File: src/rtl/mul_div_unit_pkg.sv
// Shared definitions for the iterative multiply/divide unit: op codes, FSM states
// and default sizing.
package mul_div_unit_pkg;

    localparam int DEFAULT_WIDTH  = 32;
    localparam int DEFAULT_REG_AW = 5;

    typedef enum logic [1:0] {
        OP_MULLO = 2'b00,
        OP_MULHI = 2'b01,
        OP_DIVQ  = 2'b10,
        OP_DIVR  = 2'b11
    } op_e;

    typedef enum logic [1:0] {
        ST_IDLE = 2'b00,
        ST_CALC = 2'b01,
        ST_DONE = 2'b10
    } state_e;

    function automatic logic op_is_div(input op_e op);
        return (op == OP_DIVQ) || (op == OP_DIVR);
    endfunction

endpackage

File: src/rtl/mdu_iter_step.sv
// One combinational iteration: shift-add for multiply, restoring subtract for divide.
// {hi, lo} is the shared working pair: product halves, or remainder/quotient.
module mdu_iter_step #(
    parameter int WIDTH = 32
) (
    input  logic             is_div,
    input  logic [WIDTH-1:0] hi,
    input  logic [WIDTH-1:0] lo,
    input  logic [WIDTH-1:0] a,
    input  logic [WIDTH-1:0] b,
    output logic [WIDTH-1:0] hi_next,
    output logic [WIDTH-1:0] lo_next
);

    logic [WIDTH:0]   sum;
    logic [WIDTH:0]   shifted;
    logic [WIDTH-1:0] diff;

    always_comb begin
        sum     = {1'b0, hi} + {1'b0, (lo[0] ? a : {WIDTH{1'b0}})};
        shifted = {hi, lo[WIDTH-1]};
        // Partial remainder stays below b, so the difference always fits in WIDTH bits.
        diff    = shifted[WIDTH-1:0] - b;
        hi_next = sum[WIDTH:1];
        lo_next = {sum[0], lo[WIDTH-1:1]};
        if (is_div) begin
            if (shifted >= {1'b0, b}) begin
                hi_next = diff;
                lo_next = {lo[WIDTH-2:0], 1'b1};
            end else begin
                hi_next = shifted[WIDTH-1:0];
                lo_next = {lo[WIDTH-2:0], 1'b0};
            end
        end
    end

endmodule

File: src/rtl/mul_div_unit.sv
// Fixed-latency unsigned multiply/divide unit writing its result into a register bank.
// Handshake: start is taken only when busy=0; the result appears with a one-cycle done pulse.
module mul_div_unit
    import mul_div_unit_pkg::*;
#(
    parameter int WIDTH  = DEFAULT_WIDTH,
    parameter int REG_AW = DEFAULT_REG_AW
) (
    input  logic              clk,
    input  logic              rst,
    input  logic              start,
    input  logic [1:0]        op,
    input  logic [WIDTH-1:0]  rs_out,
    input  logic [WIDTH-1:0]  rt_out,
    input  logic [REG_AW-1:0] dest,
    output logic              busy,
    output logic              done,
    output logic              regWrite,
    output logic [REG_AW-1:0] writeReg,
    output logic [WIDTH-1:0]  writeData,
    output logic              div_by_zero,
    output logic [1:0]        state_dbg
);

    localparam int CW = $clog2(WIDTH + 1);
    localparam logic [CW-1:0] LAST = CW'(WIDTH);

    state_e            state, state_next;
    op_e               op_q;
    logic [WIDTH-1:0]  a_q, b_q, hi_q, lo_q;
    logic [WIDTH-1:0]  hi_next, lo_next, result;
    logic [REG_AW-1:0] dest_q, write_reg;
    logic [WIDTH-1:0]  write_data;
    logic [CW-1:0]     cnt;
    logic              dbz_q;
    logic              load, step_en, finish, is_div;

    mdu_iter_step #(.WIDTH(WIDTH)) u_step (
        .is_div  (is_div),
        .hi      (hi_q),
        .lo      (lo_q),
        .a       (a_q),
        .b       (b_q),
        .hi_next (hi_next),
        .lo_next (lo_next)
    );

    always_ff @(posedge clk or posedge rst) begin
        if (rst) state <= ST_IDLE;
        else     state <= state_next;
    end

    // CALC runs WIDTH step cycles plus one cycle latching the result registers.
    always_comb begin
        state_next = state;
        load       = 1'b0;
        step_en    = 1'b0;
        finish     = 1'b0;
        case (state)
            ST_IDLE: begin
                if (start) begin
                    state_next = ST_CALC;
                    load       = 1'b1;
                end
            end
            ST_CALC: begin
                if (cnt == LAST) begin
                    state_next = ST_DONE;
                    finish     = 1'b1;
                end else begin
                    step_en = 1'b1;
                end
            end
            ST_DONE: state_next = ST_IDLE;
            default: state_next = ST_IDLE;
        endcase
    end

    always_comb begin
        is_div = op_is_div(op_q);
        case (op_q)
            OP_MULLO: result = lo_q;
            OP_MULHI: result = hi_q;
            OP_DIVQ:  result = lo_q;
            default:  result = hi_q;
        endcase
    end

    always_ff @(posedge clk or posedge rst) begin
        if (rst) begin
            op_q       <= OP_MULLO;
            a_q        <= '0;
            b_q        <= '0;
            hi_q       <= '0;
            lo_q       <= '0;
            dest_q     <= '0;
            cnt        <= '0;
            write_reg  <= '0;
            write_data <= '0;
            dbz_q      <= 1'b0;
        end else if (load) begin
            op_q   <= op_e'(op);
            a_q    <= rs_out;
            b_q    <= rt_out;
            dest_q <= dest;
            cnt    <= '0;
            hi_q   <= '0;
            // lo starts as the dividend for divide, the multiplier for multiply.
            lo_q   <= op[1] ? rs_out : rt_out;
        end else if (step_en) begin
            hi_q <= hi_next;
            lo_q <= lo_next;
            cnt  <= cnt + 1'b1;
        end else if (finish) begin
            write_data <= result;
            write_reg  <= dest_q;
            dbz_q      <= is_div && (b_q == '0);
        end
    end

    assign busy        = (state == ST_CALC) || (state == ST_DONE);
    assign done        = (state == ST_DONE);
    assign regWrite    = done && (dest_q != '0);
    assign div_by_zero = done && dbz_q;
    assign writeReg    = write_reg;
    assign writeData   = write_data;
    assign state_dbg   = state;

endmodule

File: config.mk
export PLATFORM = sky130hd
export DESIGN_NAME = mul_div_unit
export DESIGN_NICKNAME = d
export VERILOG_FILES = /design/src/rtl/mul_div_unit_pkg.sv /design/src/rtl/mdu_iter_step.sv /design/src/rtl/mul_div_unit.sv
export SDC_FILE = /design/constraint.sdc
export NUM_CORES = 1
export LEC_CHECK = 0
export ABC_CLOCK_PERIOD_IN_PS = 8300
export CAP_MARGIN = 20
export CORE_MARGIN = 2
export CORE_UTILIZATION = 33
export CTS_BUF_LIST = sky130_fd_sc_hd__clkbuf_4
export DETAILED_ROUTE_END_ITERATION = 16
export PLACE_DENSITY = 0.49
export SLEW_MARGIN = 40
export SYNTH_ARGS = -nofsm -noshare
export SYNTH_HDL_FRONTEND = slang
export SYNTH_HIERARCHICAL = 1
export SYNTH_SLANG_ARGS = --single-unit
File: constraint.sdc
create_clock -name clk -period 8.3 [get_ports clk]
set_clock_uncertainty 0.15 [all_clocks]
set_input_delay 0.83 -clock clk [delete_from_list [all_inputs] [get_ports clk]]
set_output_delay 0.83 -clock clk [all_outputs]
set_load 0.005 [all_outputs]
==> results_dict.tcl <==
set metrics [dict create \
    start_util_pct 33.5 \
    yosys.area.top_type "dfrtp_1" \
    clock-root-buffer "clkbuf_4" \
    synth_edf_count 0 \
    layout.nets 1732 \
    end_kind "flop" \
    ir_drop_v 0.000282 \
    syn_area_per_cell_um2 8.33 \
    rsz0062_at_grt "false" \
    p_switching_w 0.00286 \
    hold_path.class "flop to flop" \
    htree_levels 4 \
    wl_per_cell_um 17.7 \
    critPathLaunch "lo_q[0]" \
    num_rows 71 \
    path_clk_slew_ps 170 \
    maxSlewHeadroom_pct 50.4 \
    clock_latency_ps 640 \
    p_comb_share_pct 63.0 \
    grt_max_degree 130 \
    rr_startpoint "lo_q[0]" \
    power_leakage_nw 6.77 \
    layout_setup_ws_ps 4060 \
    outcome "finished clean" \
    min_path_cells 2 \
    sw_frac_of_total_pct 48.6 \
    firstDrtPassIters 6 \
    setup_tns_ps 0 \
    post_cts.resized_instances 0 \
    via_count 10800 \
    grt_antenna_before_repair 1 \
    tightest_slew_ps 743 \
    synth_top_area_share_pct 35.8 \
    fmax_ghz 0.236 \
    powerDensity_nw_per_um2 407 \
    syn_area_um2 12700 \
    worstPathArrival_ps 4630 \
    synth_seq_area_share_pct 35.8 \
    layout_min_cycle_time_ps 4240 \
    placed_cell_area_um2 14100 \
    drtAntennaViolNets 0 \
    required_ps 8690 \
    ys_ff_latch 181 \
    cts_post_setup_buffers_inserted 0 \
    ys_async_sr_fraction_pct 100 \
    via_per_inst 5.10 \
    netlist_instances 1519 \
    final_area_um2 14400 \
    ios 117 \
    r2r-end "hi_q[31]" \
    dp.cells 2075 \
    area_delta_synth_final_pct 14.1 \
    drv_cap 0 \
    clkPwrFrac_pct 9.0 \
    slew_violations 0 \
    gp_congestion 0.854 \
    die_h_um 200 \
    yosys_warnings 6 \
    reg2reg_slack_ps 4060 \
    track_usage_pct 19.3 \
    core_um2 37800 \
    reg2regPathDepth 16 \
    preCtsSetupSlack_ps 4010 \
    drc 0 \
    grt_overflow 0 \
    ys.flop_type "dfrtp_1" \
    setup_viol 0 \
    final_util_pct 38.2 \
    grt_pass1_vias 10700 \
    fill_cells 3912 \
    synth_nets 1666 \
    clk_path_buf_depth 2 \
    drive_above_1_share_pct 6.57 \
    grt_pass1_wl_mm 60.7 \
    seq_power_share_pct 28.0 \
    cts_hold_buf 0 \
    port_buffers 116 \
    synth_cell_type_count 73 \
    die_area_um2 39900 \
    hold_path_end "a_q[31]" \
    cp-start-kind "flop" \
    multi_input_area_um2 7480 \
    final_cells 2110 \
    wirelength_mm 37.4 \
    post-dp-hpwl_mm 25.9 \
    synth.top_cells.by_area "dfrtp_1 (36%), nand2_1 (11%), a21oi_1 (7.4%), mux2i_1 (7.3%), ha_1 (7.0%)" \
    cts-buffers-inserted 17 \
    crit_type "flop to flop" \
    regArea_um2 4530 \
    worstPathMaxFanout 21 \
    p_int_w 0.00303 \
    post-route-period-util_pct 51.0 \
    min_from "a_q[31]" \
    clock-sinks 181 \
    cts_tree "done" \
    die-width_um 200 \
    first_iter_violations 588 \
    hold_viol 0 \
]
[synthesized netlist by cell type, types with 15 or more instances]
cell type	instances
and2_1	40
clkbuf_1	44
nor2_1	89
a21o_1	25
mux2_2	36
nand3_1	16
xnor2_1	34
o21ai_0	42
inv_1	56
ha_1	71
nand4_1	15
dfrtp_1	181
nand2_1	371
a21oi_1	186
a22oi_1	34
xor2_1	24
mux2i_1	92
[worst max-delay path, cell delays in order (launching register included)]
cell and delay, ps:
dfrtp_1 580, buf_4 310, and2_1 170, ha_1 210, fa_1 420, a21oi_1 230
o211a_1 180, o32ai_1 80, buf_4 170, a211oi_1 560, nor3_1 190, o21ai_0 210
nand3_1 150, o41ai_1 270, a211oi_1 90, nand2_1 90, a21oi_1 70
[routing by layer]
layer	share of wire (%)	track usage, %
met3	3.5	3.44
met1	50	27.6
met2	45	30.7
met5	0	0
met4	0.96	3.73
[sequential cells by signal, summed over array words and instances (netlist names)]
name / count
cnt: 6
state_dbg: 2
lo_q: 32
hi_q: 32
writeData: 32
b_q: 32
a_q: 32
dbz_q: 1
writeReg: 5
dest_q: 5
op_q: 2
[layout by cell type (no fill, tap or decap), drive strengths merged, types with 6 or more instances in the layout]
cell type	count
nand2	372
nor2	89
mux2	37
xor2	24
xnor2	34
nor2b	6
clkinv	9
a21oi	188
a31oi	8
o211ai	6
nand4	15
nor3	8
a211oi	8
a21o	26
clkbuf	19
a22oi	34
ha	71
mux2i	92
inv	57
o21ai	45
and2	41
clkdlybuf4s50	115
o21a	11
nor4	7
o21bai	10
buf	14
and3	10
dfrtp	181
nand3	16
[power by group through the flow]
stage	clock, W	sequential, W	combinational (W)
after floorplan	0	0.00148	0.00288
after global placement	0	0.00167	0.00366
after detailed placement	0	0.00167	0.00369
after CTS	0.000547	0.00166	0.00371
after global routing	0.000583	0.00171	0.00418
final	0.000527	0.00165	0.00371
[cell families after synthesis]
| logic type | Yosys count | synth area share [%] |
|---|---|---|
| AOI/OAI and AO/OA | 361 | 17.2 |
| adders and majority gates | 73 | 7.34 |
| DFF | 181 | 35.8 |
| muxes | 129 | 10.6 |
| and+or+nand+nor | 579 | 19.7 |
| buffers and inverters | 138 | 5.28 |
| xor gates and xnor gates | 58 | 4.02 |
[worst max-delay path by stage]
stage,depth (start not counted),slack [ps],end
finish,16,4060,hi_q[31]
global route,16,3740,hi_q[31]
CTS,16,3980,hi_q[31]
detailed placement,16,4010,hi_q[31]
global placement,16,4070,hi_q[31]
floorplan,1,2400,a_q[0]
[stage by stage]
| step | total power [W] | hold WS, ps |
|---|---|---|
| global placement | 0.00533 | 305 |
| floorplan | 0.00436 | 287 |
| finish | 0.00588 | 339 |
| global route | 0.00647 | 366 |
| CTS | 0.00591 | 347 |
| detailed placement | 0.00536 | 308 |
[area by class of cell]
type                    instances  area share (%)
multi-input cells            1200            51.8
flip-flops and latches        181            31.4
repair buffers                129            8.93
well taps                     511            4.43
inverters                      56            1.54
clock buffers                  19           0.988
clock inverters                13           0.927
diodes                          1          0.0173
Note: power is estimated with default switching activity, not from simulation.
